===== src/rtl/mem_bus_pkg.sv =====
// Shared definitions for the memory bus initiator: FSM states, rw encoding, bus width defaults.
// Latency: n/a (types and constants only).
// Backpressure: n/a.
package mem_bus_pkg;

  localparam int DEF_ADDR_W = 16;
  localparam int DEF_DATA_W = 16;

  // Memory-side rw encoding: high is a read (and the idle level), low is the write strobe.
  localparam logic RW_READ  = 1'b1;
  localparam logic RW_WRITE = 1'b0;

  typedef enum logic [1:0] {
    ST_IDLE,
    ST_SETUP,
    ST_ACCESS,
    ST_HOLD
  } state_t;

endpackage


===== src/rtl/mem_bus_timeout.sv =====
// Wait-state watchdog: counts consecutive not-ready ACCESS cycles and flags the last tolerated one.
// Latency: expire is combinational on the cycle whose tick brings the count to TIMEOUT_CYCLES.
// Backpressure: none; clear has priority over tick.
module mem_bus_timeout #(
  parameter int TIMEOUT_CYCLES = 15
) (
  input  logic clk,
  input  logic reset,
  input  logic clear,
  input  logic tick,
  output logic expire
);

  // Count value held while the final tolerated wait cycle is in progress.
  localparam logic [7:0] LIMIT = 8'(TIMEOUT_CYCLES - 1);

  logic [7:0] count_q;
  logic [7:0] count_d;

  // Restart on every new bus cycle, otherwise count wait cycles.
  always_comb begin
    count_d = count_q;
    if (clear) begin
      count_d = '0;
    end else if (tick) begin
      count_d = count_q + 8'd1;
    end
  end

  // Counter register.
  always_ff @(posedge clk or posedge reset) begin
    if (reset) begin
      count_q <= '0;
    end else begin
      count_q <= count_d;
    end
  end

  assign expire = tick && (count_q == LIMIT);

endmodule


===== src/rtl/mem_bus_master.sv =====
// Core-to-memory bus initiator: one command at a time through IDLE/SETUP/ACCESS/HOLD (optional watchdog: MEM_MASTER_TIMEOUT_EN).
// Latency: response pulse 3 cycles after accept for reads, 4 for writes, plus one per wait_-high ACCESS cycle.
// Backpressure: cmd_ready is high only in IDLE; commands offered while it is low are dropped, not queued.
module mem_bus_master
  import mem_bus_pkg::*;
#(
  parameter int ADDR_W         = DEF_ADDR_W,
  parameter int DATA_W         = DEF_DATA_W,
  parameter int TIMEOUT_CYCLES = 15
) (
  input  logic              clk,
  input  logic              reset,
  input  logic              cmd_valid,
  output logic              cmd_ready,
  input  logic              cmd_rw,
  input  logic [ADDR_W-1:0] cmd_addr,
  input  logic [DATA_W-1:0] cmd_wdata,
  output logic              resp_valid,
  output logic [DATA_W-1:0] resp_rdata,
  output logic              resp_err,
  output logic [ADDR_W-1:0] addrs_bus,
  output logic              request,
  output logic              rw,
  input  logic              wait_,
  output logic [DATA_W-1:0] data_bus_write,
  input  logic [DATA_W-1:0] data_bus_read
);

  state_t            state_q, state_d;
  logic              cmd_ready_q, cmd_ready_d;
  logic              request_q, request_d;
  logic              rw_q, rw_d;
  logic [ADDR_W-1:0] addr_q, addr_d;
  logic [DATA_W-1:0] wdata_q, wdata_d;
  logic              op_rd_q, op_rd_d;
  logic [DATA_W-1:0] rdata_q, rdata_d;
  logic              resp_valid_q, resp_valid_d;
  logic              resp_err_q, resp_err_d;
  logic              tmo_q, tmo_d;     // write timed out; report the error from HOLD
  logic              tmo_expire;

`ifdef MEM_MASTER_TIMEOUT_EN
  mem_bus_timeout #(
    .TIMEOUT_CYCLES(TIMEOUT_CYCLES)
  ) u_timeout (
    .clk    (clk),
    .reset  (reset),
    .clear  (state_q == ST_SETUP),
    .tick   ((state_q == ST_ACCESS) && wait_),
    .expire (tmo_expire)
  );
`else
  // Without the watchdog ACCESS waits forever and the timeout setting has no effect.
  logic unused_timeout_cfg;
  assign unused_timeout_cfg = ^TIMEOUT_CYCLES;
  assign tmo_expire = 1'b0;
`endif

  // Next-state and next-output logic; rw only drops on the SETUP->ACCESS step of a write.
  always_comb begin
    state_d      = state_q;
    cmd_ready_d  = cmd_ready_q;
    request_d    = request_q;
    rw_d         = rw_q;
    addr_d       = addr_q;
    wdata_d      = wdata_q;
    op_rd_d      = op_rd_q;
    rdata_d      = rdata_q;
    tmo_d        = tmo_q;
    resp_valid_d = 1'b0;
    resp_err_d   = 1'b0;
    unique case (state_q)
      ST_IDLE: begin
        if (cmd_valid) begin
          op_rd_d     = cmd_rw;
          addr_d      = cmd_addr;
          wdata_d     = cmd_wdata;
          state_d     = ST_SETUP;
          cmd_ready_d = 1'b0;
          request_d   = 1'b1;
          rw_d        = RW_READ;
        end
      end
      ST_SETUP: begin
        state_d = ST_ACCESS;
        rw_d    = op_rd_q ? RW_READ : RW_WRITE;
        tmo_d   = 1'b0;
      end
      ST_ACCESS: begin
        if (!wait_) begin
          if (op_rd_q) begin
            rdata_d      = data_bus_read;
            resp_valid_d = 1'b1;
            state_d      = ST_IDLE;
            request_d    = 1'b0;
            cmd_ready_d  = 1'b1;
          end else begin
            state_d = ST_HOLD;
            rw_d    = RW_READ;
          end
        end else if (tmo_expire) begin
          if (op_rd_q) begin
            resp_valid_d = 1'b1;
            resp_err_d   = 1'b1;
            state_d      = ST_IDLE;
            request_d    = 1'b0;
            cmd_ready_d  = 1'b1;
          end else begin
            // Abandoned writes still pass through HOLD so rw rises with address/data held.
            state_d = ST_HOLD;
            rw_d    = RW_READ;
            tmo_d   = 1'b1;
          end
        end
      end
      ST_HOLD: begin
        resp_valid_d = 1'b1;
        resp_err_d   = tmo_q;
        state_d      = ST_IDLE;
        request_d    = 1'b0;
        cmd_ready_d  = 1'b1;
      end
      default: begin
        state_d     = ST_IDLE;
        request_d   = 1'b0;
        rw_d        = RW_READ;
        cmd_ready_d = 1'b1;
      end
    endcase
  end

  // State and registered outputs; reset forces rw high and request low immediately.
  always_ff @(posedge clk or posedge reset) begin
    if (reset) begin
      state_q      <= ST_IDLE;
      cmd_ready_q  <= 1'b1;
      request_q    <= 1'b0;
      rw_q         <= RW_READ;
      addr_q       <= '0;
      wdata_q      <= '0;
      op_rd_q      <= 1'b1;
      rdata_q      <= '0;
      resp_valid_q <= 1'b0;
      resp_err_q   <= 1'b0;
      tmo_q        <= 1'b0;
    end else begin
      state_q      <= state_d;
      cmd_ready_q  <= cmd_ready_d;
      request_q    <= request_d;
      rw_q         <= rw_d;
      addr_q       <= addr_d;
      wdata_q      <= wdata_d;
      op_rd_q      <= op_rd_d;
      rdata_q      <= rdata_d;
      resp_valid_q <= resp_valid_d;
      resp_err_q   <= resp_err_d;
      tmo_q        <= tmo_d;
    end
  end

  assign cmd_ready      = cmd_ready_q;
  assign request        = request_q;
  assign rw             = rw_q;
  assign addrs_bus      = addr_q;
  assign data_bus_write = wdata_q;
  assign resp_valid     = resp_valid_q;
  assign resp_rdata     = rdata_q;
  assign resp_err       = resp_err_q;

endmodule


===== config.mk =====
export PLATFORM = sky130hd
export DESIGN_NAME = mem_bus_master
export DESIGN_NICKNAME = d
export VERILOG_FILES = /design/src/rtl/mem_bus_pkg.sv /design/src/rtl/mem_bus_timeout.sv /design/src/rtl/mem_bus_master.sv
export SDC_FILE = /design/constraint.sdc
export NUM_CORES = 1
export LEC_CHECK = 0
export ABC_AREA = 1
export CORE_MARGIN = 2
export CORE_UTILIZATION = 42
export CTS_BUF_LIST = sky130_fd_sc_hd__clkbuf_8
export CTS_CLUSTER_DIAMETER = 50
export DETAILED_ROUTE_END_ITERATION = 10
export PLACE_DENSITY = 0.82
export SLEW_MARGIN = 25
export SYNTH_ARGS = -nofsm -noshare
export SYNTH_HDL_FRONTEND = slang
export SYNTH_SLANG_ARGS = --single-unit

===== constraint.sdc =====
create_clock -name clk -period 2.42 [get_ports clk]
set_input_delay 0.484 -clock clk [delete_from_list [all_inputs] [get_ports clk]]
set_output_delay 0.484 -clock clk [all_outputs]
set_load 0.01 [all_outputs]

# Word level (Yosys, flattened, before mapping)
# Index checks and enable logic that the tools add are counted.
word_totals:
  ff_bits: 55
  in_bits: 53
  word_cells: 43
classes:
  n_eq_ne: 7
  mux: 18
  n_bitwise: 1
  reduce_logical: 8
ops:
  columns: ["operator", "n"]
  rows:
  - ["1-bit two-way mux", 10]
  - ["1-bit case mux with 3 select lines", 3]
  - ["2-bit inequality test (second input constant)", 4]
  - ["2-bit case mux with 4 select lines", 1]
  - ["4-bit AND reduction", 2]
  - ["2-bit two-way mux", 3]
  - ["3-bit nonzero test", 2]
  - ["2-bit equality test (second input constant)", 2]
  - ["2-bit AND reduction", 2]
  - ["3-bit AND reduction", 1]
  - ["2-bit by 1-bit equality test with 1-bit output (second input constant)", 1]
  - ["2-bit zero test", 1]
  - ["1-bit case mux with 2 select lines", 1]
  - ["1-bit inverter", 1]

# Longest topological paths before layout
# Gate-level depths: netlist of the first run.
logic_depth:
  ltp_word: 3
  mapped_depth: 8

# Worst setup path before layout of the first run
# OpenSTA, ideal clock, no wires.
synth_path:
  path_type: "reg-to-reg"
  from: "reg op_rd_q"
  to: "reg rdata_q[0], in the netlist resp_rdata[0]"
  setup_ns: 0.126
  arrival_ns: 1.049
  required_ns: 2.294
  setup_slack_ns: 1.245
  stages_incl_launch_ff: 7
  path_buffers: 1
  synth_period_minus_slack_ns: 1.175
  cell_sequence: "dfstp_2 -> inv_1 -> nor2_2 -> nand3_2 -> buf_2 -> nand2_1 -> o21ai_0"
synth_via:
  elab_chain_len: 1
synth_rtl:
  columns: ["element", "line", "text"]
  rows:
  - ["from (decl)", "mem_bus_master.sv:35", "logic op_rd_q, op_rd_d;"]
  - ["from (signal assigned)", "mem_bus_master.sv:153", "op_rd_q <= op_rd_d;"]
  - ["3-bit AND reduction (no line)", null, null]
  - ["to (signal assigned)", "mem_bus_master.sv:154", "rdata_q <= rdata_d;"]
  - ["to (decl)", "mem_bus_master.sv:36", "logic [DATA_W-1:0] rdata_q, rdata_d;"]
# No other way between the ends.
# A chain may end at the register's enable or synchronous reset.

# Final worst setup path of the first run
layout_path:
  from: "reg cmd_ready_q, in the netlist cmd_ready"
  to: "out cmd_ready"
layout_rtl:
  columns: ["element", "line", "text"]
  rows:
  - ["from (decl)", "mem_bus_master.sv:30", "logic cmd_ready_q, cmd_ready_d;"]
  - ["from (signal assigned)", "mem_bus_master.sv:148", "cmd_ready_q <= cmd_ready_d;"]
  - ["to (decl)", "mem_bus_master.sv:14", "output logic cmd_ready,"]
# No word-level cell between the ends.

==> impl_metrics.tcl, run 1 <==
set metrics [dict create \
    synth_area_um2 2210 \
    synth_cells 245 \
    antenna_found_initial 0 \
    synth_cell_types 20 \
    drc_errors 0 \
    yosysWarnings 0 \
    synth.avg_cell_area_um2 9.01 \
    hold_path.class "input port to asynchronous set/reset pin" \
    cp-start-kind "flop" \
    drv_slew 0 \
    clockBufferDepth 2 \
    diodes 0 \
    gp_congestion 0.767 \
    grt_pass1_wl_um 8670 \
    tns_ps 0 \
    setup_ws_ps 555 \
    hold_buffers 0 \
    p_sw_uw 1420 \
    critical_path_depth 1 \
    ant_nets 0 \
    io_buffers 104 \
    fin_util_pct 66.9 \
    clockRootBuffer "clkbuf_8" \
    clkTransAtPathRegs_ps 100 \
    ir_drop_mv 0.530 \
    setup_viol 0 \
    finalCritPeriodShare_pct 77.1 \
    critPathLaunch "cmd_ready$_DFFE_PP1P_" \
    vias 1917 \
    io_pins 106 \
    rsz0062_at_grt "false" \
    rows 26 \
    grt_max_degree 40 \
    swShare_pct 35.6 \
    maxCapViolations 0 \
    grt.overflow.total 0 \
    post-cts-setup-buffer-count 0 \
    drtIter0Drc 175 \
    crit_slowest_cell "clkdlybuf4s50_1" \
    endpoint_kind "primary output" \
    hold_viol 0 \
    worst-path-buf-inv 1 \
    worstPathMaxFanout 2 \
    cpLargestDelayFamily "buffers and inverters" \
    die_y_um 76.5 \
    critPathKind "flop to primary output" \
    grt_pass1_vias 1872 \
    r2r-start "op_rd_q$_DFFE_PP1P_" \
    fin_skew_ps 6.44 \
    combPwrFrac_pct 47.3 \
    internal-power_uw 2560 \
    hpwl_um 3840 \
    fmax_ghz 0.536 \
    finalInstanceArea_um2 3400 \
    drive_above_1_share_pct 6.03 \
    ys_seq_elements 55 \
    status "completed" \
    synthesis.nets 298 \
    arrival_ps 1380 \
    placed_cell_area_um2 3310 \
    finalNetCount 400 \
    syn_to_final_growth_pct 53.9 \
    start_util_pct 43.5 \
    coreArea_um2 5070 \
    critPathRequiredTime_ps 1940 \
    cts-htree-levels 2 \
    crit_chain "clkdlybuf4s50_1" \
    rr_worst_depth 4 \
    cp_slowest_stage_delay_ps 550 \
    cts_sinks 55 \
    clkLatencyLatePin_ps 300 \
    cts_buffers 5 \
    place_ws_ps 427 \
    cts_tree "built" \
    viasPerCell 4.59 \
    power-per-cell-area_nw_per_um2 1170 \
    maxSlewHeadroom_pct 58.1 \
    dr.pass1.iters 4 \
    p_clk_share_pct 12.3 \
    yosysSeqAreaShare_pct 62.5 \
    rrSetupSlack_ps 830 \
    leakagePower_uw 0.00167 \
    cts_resized 0 \
    die_w_um 76.5 \
    p_seq_share_pct 40.3 \
    wl_um 5160 \
    fin_crit_ps 1870 \
    worst_pin_slew_ps 626 \
    die-area_um2 5850 \
    routedWlPerCell_um 12.4 \
    grt_use_total_pct 18.5 \
]
[logic make-up (layout without fill, tap and decap cells)]
group	count (synthesis)	count (layout)	share of synthesized area [%]
DFF	55	55	62.5
buffers and inverters	38	141	7.60
other	1	1	0.170
and+or+nand+nor	130	130	24.9
AOI/OAI and AO/OA	21	21	4.76
[synth_stat cells]
| library cell | number | area share [%] |
|---|---|---|
| a21oi_1 | 3 | 0.68 |
| buf_1 | 1 | 0.17 |
| buf_2 | 7 | 1.6 |
| buf_4 | 4 | 1.4 |
| clkbuf_1 | 1 | 0.17 |
| clkbuf_2 | 1 | 0.23 |
| conb_1 | 1 | 0.17 |
| dfrtp_1 | 52 | 59 |
| dfstp_2 | 3 | 3.6 |
| inv_1 | 24 | 4.1 |
| nand2_1 | 89 | 15 |
| nand2_2 | 1 | 0.28 |
| nand3_1 | 34 | 7.7 |
| nand3_2 | 1 | 0.45 |
| nor2_1 | 2 | 0.34 |
| nor2_2 | 1 | 0.28 |
| nor2_4 | 1 | 0.51 |
| nor3_1 | 1 | 0.23 |
| o21ai_0 | 11 | 2.5 |
| o21ai_1 | 7 | 1.6 |
[layout make-up]
class | instances | area, um2
clock buffers | 5 | 68.8
clock inverters | 3 | 20.0
fillers | 438 | 1680
inverters | 24 | 90.1
multi-input cells | 152 | 659
flip-flops and latches | 55 | 1380
well taps | 70 | 87.6
repair buffers | 109 | 1090
[per-layer routing]
layer,share of wire [%],global-route usage [%]
met1,41,22.7
met2,52,31.7
met3,6.0,5.33
met4,1.1,5.45
met5,0,0
[worst register-to-register path: stages, from the launching register on]
cell and delay, ps:
dfstp_2 550, inv_1 70, nor2_2 110, nand3_2 420
o21ai_0 350
[power groups by stage]
stage	clock network (uW)	logic, uW	registers, uW
6_report	490	1880	1600
5_1_grt	554	2070	1660
2_1_floorplan	0	674	1790
3_5_place_dp	0	1920	1620
4_1_cts	505	1920	1610
3_3_place_gp	0	1860	1600
[sequential cells by signal, summed over array words and instances, names as in the netlist]
| name | flops |
|---|---|
| op_rd_q | 1 |
| request | 1 |
| resp_valid | 1 |
| cmd_ready | 1 |
| data_bus_write | 16 |
| addrs_bus | 16 |
| state_q | 2 |
| resp_rdata | 16 |
| rw | 1 |
[placed cells by master (no fill, tap or decap), types with 2 or more instances in the layout]
cell / n
a21oi_1: 3
buf_4: 4
clkbuf_8: 5
clkdlybuf4s50_1: 104
clkinvlp_4: 2
dfrtp_1: 52
dfstp_2: 3
inv_1: 23
nand2_1: 89
nand3_1: 34
nor2_1: 2
o21ai_0: 11
o21ai_1: 7
[worst paths after layout]
kind | endpoint
max | cmd_ready
min | resp_rdata[4]$_DFFE_PP0P_
max reg2reg | resp_rdata[1]$_DFFE_PP0P_
min reg2reg | cmd_ready$_DFFE_PP1P_
max in group asynchronous | op_rd_q$_DFFE_PP1P_
min in group clk | cmd_ready$_DFFE_PP1P_
[metrics by stage]
step / std cells / total power (uW) / hold slack [ps]
6_report: 418 / 3970 / 465
5_1_grt: 418 / 4290 / 474
4_1_cts: 418 / 4030 / 470
3_5_place_dp: 410 / 3540 / 457
3_3_place_gp: 410 / 3460 / 452
2_1_floorplan: 245 / 2470 / 467
Note: power is estimated with default switching activity, not from simulation.
==> run 2: changes to the inputs <==
CORE_UTILIZATION = 38   (was 42)
PLACE_DENSITY = 0.79   (was 0.82)
clock period = 1.58 ns   (was 2.42 ns; I/O delays follow)
==> run 2 against run 1 <==
Compared with the run above: sequential power is 54% higher; clock power is 50% higher; global-route usage is 1.7 points lower; cell count is 0.72% higher; critical path type unchanged.
==> impl_metrics.tcl, run 2 (same netlist as run 1, synthesis figures left out) <==
set metrics [dict create \
    status "completed" \
    die_w_um 80.2 \
    combPwrFrac_pct 47.9 \
    regArea_um2 1380 \
    coreArea_um2 5570 \
    grt_max_degree 56 \
    drive_above_1_share_pct 6.02 \
    placed_cell_area_um2 3350 \
    wl_um 5320 \
    p_seq_share_pct 40.1 \
    cpLargestDelayFamily "buffers and inverters" \
    syn_to_final_growth_pct 55.7 \
    maxCapViolations 0 \
    finalCritPeriodShare_pct 97.6 \
    vias 1882 \
    finalPower_uw 6130 \
    finalInstanceArea_um2 3440 \
    rrSetupSlack_ps 270 \
    grt_pass1_wl_um 8510 \
    endpoint_kind "primary output" \
    clockRootBuffer "clkbuf_8" \
    clkTransAtPathRegs_ps 90 \
    ir_drop_mv 0.917 \
    clkLatencyLatePin_ps 300 \
    diodes 0 \
    power-per-cell-area_nw_per_um2 1780 \
    p_sw_uw 2180 \
    drv_slew 0 \
    swShare_pct 35.6 \
    cts_tree "built" \
    tns_ps 0 \
    cts-htree-levels 2 \
    io_pins 106 \
    cts_sinks 55 \
    drtIter0Drc 61 \
    fin_crit_ps 1540 \
    internal-power_uw 3950 \
    place_ws_ps 109 \
    dr.pass1.iters 6 \
    final_cell_mix "clkdlybuf4s50_1, nand2_1, dfrtp_1, nand3_1, inv_1" \
    setup_viol 0 \
    fin_util_pct 61.7 \
    fmax_ghz 0.648 \
    leakagePower_uw 0.00172 \
    cp-start-kind "flop" \
    cts_buffers 5 \
    critPathKind "flop to primary output" \
    mostFrequentLayoutCell "clkdlybuf4s50_1" \
    hold_viol 0 \
    antenna_found_initial 0 \
    hpwl_um 3840 \
    cp_slowest_stage_delay_ps 550 \
    die-area_um2 6430 \
    p_clk_share_pct 12.0 \
    worstPathMaxFanout 2 \
    critPathRequiredTime_ps 1260 \
    finalNetCount 401 \
    drc_errors 0 \
    crit_slowest_cell "clkdlybuf4s50_1" \
    viasPerCell 4.47 \
    grt_pass1_vias 1875 \
    ant_nets 0 \
    nFillCells 516 \
    crit_chain "clkdlybuf4s50_1" \
    grt_use_total_pct 16.8 \
    rsz0062_at_grt "false" \
    routedWlPerCell_um 12.6 \
    arrival_ps 1230 \
    fin_skew_ps 6.26 \
    multi_input_area_um2 659 \
    worst-path-buf-inv 1 \
    clockBufferDepth 2 \
    grt.overflow.total 0 \
    gp_congestion 0.724 \
    setup_ws_ps 37.5 \
    start_util_pct 39.6 \
    hold_path.class "input port to asynchronous set/reset pin" \
    io_buffers 104 \
    rows 27 \
    die_y_um 80.2 \
]
## run 2: path summary, 6_finish.rpt
kind                                           startpoint                             end  cells after the start
max                        data_bus_write[12]$_DFFE_PP0P_              data_bus_write[12]                      1
min                                                 reset        addrs_bus[1]$_DFFE_PP0P_                      3
max reg2reg                        state_q[1]$_DFFE_PP0P_  data_bus_write[12]$_DFFE_PP0P_                      5
min reg2reg                         cmd_ready$_DFFE_PP1P_           cmd_ready$_DFFE_PP1P_                      2
max in group asynchronous                           reset             op_rd_q$_DFFE_PP1P_                      3
min in group clk                    cmd_ready$_DFFE_PP1P_           cmd_ready$_DFFE_PP1P_                      2
## run 2: tightest hold or removal path: cells and delay by family
| family | cells | cell delay, ps |
|---|---|---|
| buffers and inverters | 3 | 810 |
## run 2: per-stage QoR
stage	hold WS [ps]	std cells
6_report	436	421
5_1_grt	470	421
4_1_cts	438	421
3_5_place_dp	457	413
3_3_place_gp	451	413
2_1_floorplan	389	245
## run 2: power by group through the flow
stage / clock [uW] / sequential [uW] / combinational [uW]
6_report: 737 / 2460 / 2930
5_1_grt: 820 / 2530 / 3220
3_5_place_dp: 0 / 2470 / 3000
2_1_floorplan: 0 / 2750 / 1030
3_3_place_gp: 0 / 2460 / 2920
4_1_cts: 773 / 2460 / 2990
## run 2: area by class of cell
type / instances / area share (%)
Multi-Input combinational cell: 152 / 19.2
Sequential cell: 55 / 40.2
Clock inverter: 3 / 0.473
Clock buffer: 5 / 2.00
Tap cell: 72 / 2.62
Timing Repair Buffer: 110 / 32.8
Inverter: 24 / 2.73
## run 2: repair_timing
action,4_1_cts,5_1_grt
endpoints found under the hold margin,0,0
endpoints found under the setup margin,2,3
hold buffers,0,0
resized for setup,2,3
setup buffers,0,0
## run 2: layer usage
metal / track usage, % / vias to the layer above / routed length (um)
li1: - / 962 / -
met1: 20.1 / 867 / 2340
met2: 30.7 / 51 / 2760
met3: 2.92 / 2 / 187
met4: 5.08 / 0 / 40
met5: 0 / - / 0
